`config.mk`:
```
export PLATFORM = sky130hd
export DESIGN_NAME = burst_producer
export DESIGN_NICKNAME = d
export VERILOG_FILES = /design/src/rtl/burst_producer.sv
export SDC_FILE = /design/constraint.sdc
export NUM_CORES = 1
export LEC_CHECK = 0
export ABC_AREA = 1
export BUFFER_PORTS_ARGS = -buffer_cell sky130_fd_sc_hd__buf_4
export CORE_MARGIN = 2
export CORE_UTILIZATION = 30
export CTS_CLUSTER_DIAMETER = 120
export DETAILED_ROUTE_END_ITERATION = 12
export PLACE_DENSITY = 0.54
export SLEW_MARGIN = 20
export SYNTH_ARGS = -nofsm -noshare
export SYNTH_HDL_FRONTEND = slang
export SYNTH_SLANG_ARGS = --single-unit
```
`constraint.sdc`:
```
create_clock -name clock -period 2.8 [get_ports clock]
set_input_delay 0.14 -clock clock [delete_from_list [all_inputs] [get_ports clock]]
set_output_delay 0.14 -clock clock [all_outputs]
set_load 0.03 [all_outputs]
```
`src/rtl/burst_producer.sv`:
```
// burst_producer
//   Write-side data source for the two-clock FIFO. On a start request it
//   latches a run configuration and emits num_bursts bursts of burst_len
//   pattern words, separated by gap_len idle cycles. It honours buffer_full
//   and then pulses done for one cycle.
//
// Ports
//   clock        write-side clock
//   reset        asynchronous, active-high reset
//   start        one-cycle run request, ignored unless idle
//   mode         0 increment, 1 LFSR, 2 constant, 3 alternate seed/~seed
//   seed         first word of the run
//   burst_len    words per burst (0 gives an empty run)
//   gap_len      idle cycles between bursts
//   num_bursts   bursts per run (0 gives an empty run)
//   buffer_full  FIFO full flag, same clock domain
//   data_1       word offered to the FIFO; holds its value while data_1_en=0
//   data_1_en    write request; a word is taken when data_1_en & ~buffer_full
//   busy         run in progress
//   done         one-cycle end-of-run pulse
//   word_count   words accepted in the current or last run
module burst_producer #(
  parameter int unsigned DATA_W = 16,
  parameter int unsigned CNT_W  = 16
) (
  input  logic              clock,
  input  logic              reset,
  input  logic              start,
  input  logic [1:0]        mode,
  input  logic [DATA_W-1:0] seed,
  input  logic [3:0]        burst_len,
  input  logic [3:0]        gap_len,
  input  logic [7:0]        num_bursts,
  input  logic              buffer_full,
  output logic [DATA_W-1:0] data_1,
  output logic              data_1_en,
  output logic              busy,
  output logic              done,
  output logic [CNT_W-1:0]  word_count
);

  typedef enum logic [1:0] {
    StIdle,
    StBurst,
    StGap,
    StDone
  } state_e;

  state_e state_q;

  // Run configuration, captured only at start.
  logic [1:0]        mode_q;
  logic [3:0]        burst_len_q;
  logic [3:0]        gap_len_q;

  // Down-counters: the current burst/beat is the last one when the count is 1.
  logic [3:0]        beats_left_q;
  logic [7:0]        bursts_left_q;
  logic [3:0]        gap_left_q;

  // Word to offer when a gap ends, so the pattern carries on across bursts.
  logic [DATA_W-1:0] pending_q;

  logic [DATA_W-1:0] next_word;
  logic [DATA_W-1:0] seed_eff;
  logic              lfsr_fb;
  logic              accept;
  logic              last_beat;
  logic              last_burst;
  logic              empty_run;

  // Pattern step, always applied to the word that was just accepted.
  always_comb begin
    lfsr_fb   = data_1[0] ^ data_1[2] ^ data_1[3] ^ data_1[5];
    next_word = data_1;
    unique case (mode_q)
      2'd0:    next_word = data_1 + DATA_W'(1);
      2'd1:    next_word = {lfsr_fb, data_1[DATA_W-1:1]};
      2'd2:    next_word = data_1;
      2'd3:    next_word = ~data_1;
      default: next_word = data_1;
    endcase
  end

  // An all-zero LFSR state would lock up, so it is replaced by 1.
  always_comb begin
    seed_eff = seed;
    if (mode == 2'd1 && seed == '0) begin
      seed_eff = DATA_W'(1);
    end
  end

  assign accept     = data_1_en & ~buffer_full;
  assign last_beat  = (beats_left_q == 4'd1);
  assign last_burst = (bursts_left_q == 8'd1);
  assign empty_run  = (burst_len == 4'd0) || (num_bursts == 8'd0);

  always_ff @(posedge clock or posedge reset) begin
    if (reset) begin
      state_q       <= StIdle;
      mode_q        <= 2'd0;
      burst_len_q   <= 4'd0;
      gap_len_q     <= 4'd0;
      beats_left_q  <= 4'd0;
      bursts_left_q <= 8'd0;
      gap_left_q    <= 4'd0;
      pending_q     <= '0;
      data_1        <= '0;
      data_1_en     <= 1'b0;
      busy          <= 1'b0;
      done          <= 1'b0;
      word_count    <= '0;
    end else begin
      done <= 1'b0;
      unique case (state_q)
        StIdle: begin
          if (start) begin
            mode_q        <= mode;
            burst_len_q   <= burst_len;
            gap_len_q     <= gap_len;
            beats_left_q  <= burst_len;
            bursts_left_q <= num_bursts;
            word_count    <= '0;
            if (empty_run) begin
              state_q <= StDone;
              done    <= 1'b1;
            end else begin
              state_q   <= StBurst;
              data_1    <= seed_eff;
              data_1_en <= 1'b1;
              busy      <= 1'b1;
            end
          end
        end

        StBurst: begin
          // Without acceptance everything holds, so the offered word is stable.
          if (accept) begin
            word_count <= word_count + CNT_W'(1);
            if (!last_beat) begin
              beats_left_q <= beats_left_q - 4'd1;
              data_1       <= next_word;
            end else if (last_burst) begin
              state_q   <= StDone;
              data_1_en <= 1'b0;
              busy      <= 1'b0;
              done      <= 1'b1;
            end else begin
              bursts_left_q <= bursts_left_q - 8'd1;
              beats_left_q  <= burst_len_q;
              if (gap_len_q == 4'd0) begin
                data_1 <= next_word;
              end else begin
                // data_1 keeps the last word while idle; the next one waits.
                state_q    <= StGap;
                data_1_en  <= 1'b0;
                pending_q  <= next_word;
                gap_left_q <= gap_len_q;
              end
            end
          end
        end

        StGap: begin
          if (gap_left_q == 4'd1) begin
            state_q   <= StBurst;
            data_1    <= pending_q;
            data_1_en <= 1'b1;
          end else begin
            gap_left_q <= gap_left_q - 4'd1;
          end
        end

        StDone: begin
          state_q <= StIdle;
        end

        default: begin
          state_q <= StIdle;
        end
      endcase
    end
  end

endmodule
```
==> flow_metrics.tcl <==
set metrics [dict create \
    skew_ps 8.23 \
    die_h_um 137 \
    power_density_mw_per_mm2 1160 \
    root_buffer "clkbuf_16" \
    peakVddDrop_mv 0.591 \
    grt_max_degree 39 \
    slew_viol_final 0 \
    fmax_ghz 0.472 \
    drt-initial-drc-count 283 \
    core_area_mm2 0.0172 \
    routed_wl_mm 15.0 \
    synth.distinct_cells 39 \
    cp-start-kind "flip-flop" \
    vias 5118 \
    period_share_pct 75.6 \
    postSynthCellCount 766 \
    arrival_ps 2360 \
    synth_common_cells "nand2_1, nor2_1, dfrtp_1, inv_1, o21ai_0" \
    run_status "completed" \
    min_path_type "in -> reg" \
    clock-sinks 79 \
    crit_family "simple AND/OR/NAND/NOR gates" \
    cpMaxStageDelayCell "dfrtp_1" \
    first_pass_iters 4 \
    grt_pass1_vias 4816 \
    area_delta_synth_final_pct 20.2 \
    grt-ovfl-total 0 \
    dieArea_mm2 0.0187 \
    htreeDepth 3 \
    numCtsBuffers 9 \
    ys_seq_area_share_pct 37.5 \
    worstSetupPathType "reg -> reg" \
    multiInputGateArea_mm2 0.00280 \
    maxSlewHeadroom_pct 46.3 \
    crit_top_cell "nand2_1" \
    end_kind "flip-flop" \
    drv_cap 0 \
    fin_area_mm2 0.00634 \
    io_buffers 72 \
    viasPerCell 4.79 \
    netlist.area_leader.share_pct 37.5 \
    routed_wire_length_per_instance_um 14.1 \
    drc 0 \
    cp_num_buf_inv 3 \
    synth_edf_count 0 \
    synth.most_common_cell "nand2_1" \
    cts_resized 0 \
    synth_ff_type "dfrtp_1" \
    clkSlewWorstSetupHoldPaths_ps 60 \
    grt_use_total_pct 17.1 \
    cts_buffer_depth 2 \
    synth-seq-cells 79 \
    insertion_delay_ps 350 \
    crit_chain "inv_1, ha_1, buf_4, nand2_2, nand2_4, nor2_2, nand2_1, nor2_2, nand3_2, buf_4, nor2_1, nand2_1, nand2_1" \
    diodes 0 \
    syn_area_per_cell_um2 6.88 \
    final.fill_count 1873 \
    fin_tns_setup_ps 0 \
    nets 890 \
    cts_tree "done" \
    netlist_area_mm2 0.00527 \
    grt_pass1_wl_mm 24.8 \
    seqCellArea_mm2 0.00198 \
    synth_area_leaders "dfrtp_1, nand2_1, nor2_1, inv_1, o21ai_0" \
    antenna_left 0 \
    path_max_fanout 25 \
    holdWs_ps 17.6 \
    die_w_um 137 \
    power_leakage_nw 3.14 \
    start_util_pct 30.6 \
    rsz0062_at_grt "false" \
    finalHoldViolations 0 \
    grt_antenna_before_repair 0 \
    synthArstFlopShare_pct 100 \
    worst_pin_slew_ps 799 \
    yosysWarnings 0 \
    row_count 48 \
    place_congestion 0.845 \
    period_minus_slack_ps 2120 \
    setup_violations 0 \
    placed_cell_area_mm2 0.00601 \
    synth_top_cell_by_area "dfrtp_1" \
    max_stage_delay_ps 400 \
    syn-num-nets 817 \
    required_ps 3040 \
    hpwl_mm 11.2 \
    ios 73 \
    drive_above_1_share_pct 16.9 \
]
where the power goes:
part           internal, mW  switching (mW)  total [mW]
Clock                 0.624           0.505        1.13
Combinational          1.38            2.78        4.16
Sequential             1.59           0.461        2.05
Total                  3.60            3.74        7.34
cell families (layout without fill, tap and decap cells):
family                   Yosys count  count (layout)  share of synthesized area [%]
AND/OR/NAND/NOR                  410             410                           33.9
XOR/XNOR                           8               8                           1.33
AO/OA/AOI/OAI                    143             143                           14.8
adder cells (fa/ha/maj)           13              13                           3.08
buffers and inverters            113             191                           9.37
flip-flops                        79              79                           37.5
placed cells by master, fill, tap and decap left out, types with 2 or more instances in the layout:
master	instances
o31ai_1	2
a21oi_1	43
o21ai_0	56
dlygate4sd3_1	5
nor4_1	3
o221ai_1	3
inv_1	74
nand2_2	5
nand4_1	7
clkinvlp_4	2
inv_2	10
buf_4	83
nor3_4	2
nor2_2	14
nor3b_1	2
nor3_1	8
o21ai_1	7
ha_1	13
xnor2_1	4
nand3_2	6
dfrtp_1	79
a31oi_1	13
nand2_1	233
clkinv_2	4
xor2_1	4
nor2_1	82
o22ai_1	12
nand3_1	42
clkbuf_16	9
o211ai_1	6
metal layers:
metal / vias up / track usage (%) / share of wire (%)
met3: 15 / 3.19 / 4.8
met4: 0 / 4.75 / 1.3
met2: 115 / 27.1 / 45
met5: - / 0 / 0
li1: 2625 / - / -
met1: 2363 / 23.9 / 49
state kept, by name, indices dropped and copies added, names as in the netlist:
signal	flops
data_1_en	1
data_1	16
bursts_left_q	8
mode_q	2
gap_left_q	4
busy	1
state_q	2
beats_left_q	4
pending_q	16
word_count	16
gap_len_q	4
done	1
burst_len_q	4
area by class of cell:
type	instances	area share, %
Timing Repair Buffer	88	10.6
Multi-Input combinational cell	574	44.2
Clock inverter	5	0.533
Tap cell	225	4.44
Inverter	87	5.19
Clock buffer	11	3.83
Sequential cell	79	31.2
worst min-delay path, delay by kind of cell:
kind | cells | cell delay (ps)
compound gates | 1 | 70
buf+inv | 1 | 80
simple gates | 1 | 40
what timing repair did:
| item | 4_1_cts | 5_1_grt |
|---|---|---|
| hold buffers | 5 | 0 |
| endpoints found under the hold margin | 39 | 0 |
| setup endpoints to repair | 0 | 0 |
| buffers inserted | 0 | 0 |
stage by stage:
step	setup WS [ps]	total power [mW]	utilization, %	instances
floorplan	637	5.15	-	766
global placement	730	6.22	34.9	1048
detailed placement	681	6.24	34.9	1048
CTS	666	7.40	36.8	1069
global route	467	8.08	36.8	1069
finish	682	7.34	36.8	1069
path summary, 6_finish.rpt:
path                         startpoint                to  slack, ps  depth (start not counted)
max                          state_q[1]         data_1[9]        680                         13
min                             mode[1]         mode_q[1]         20                          3
max reg2reg                  state_q[1]         data_1[9]        680                         13
min reg2reg                pending_q[1]      pending_q[1]        480                          2
max in group asynchronous         reset   beats_left_q[3]       1670                          4
min in group asynchronous         reset  bursts_left_q[3]        440                          3
Power figures use the tool's default switching activity.
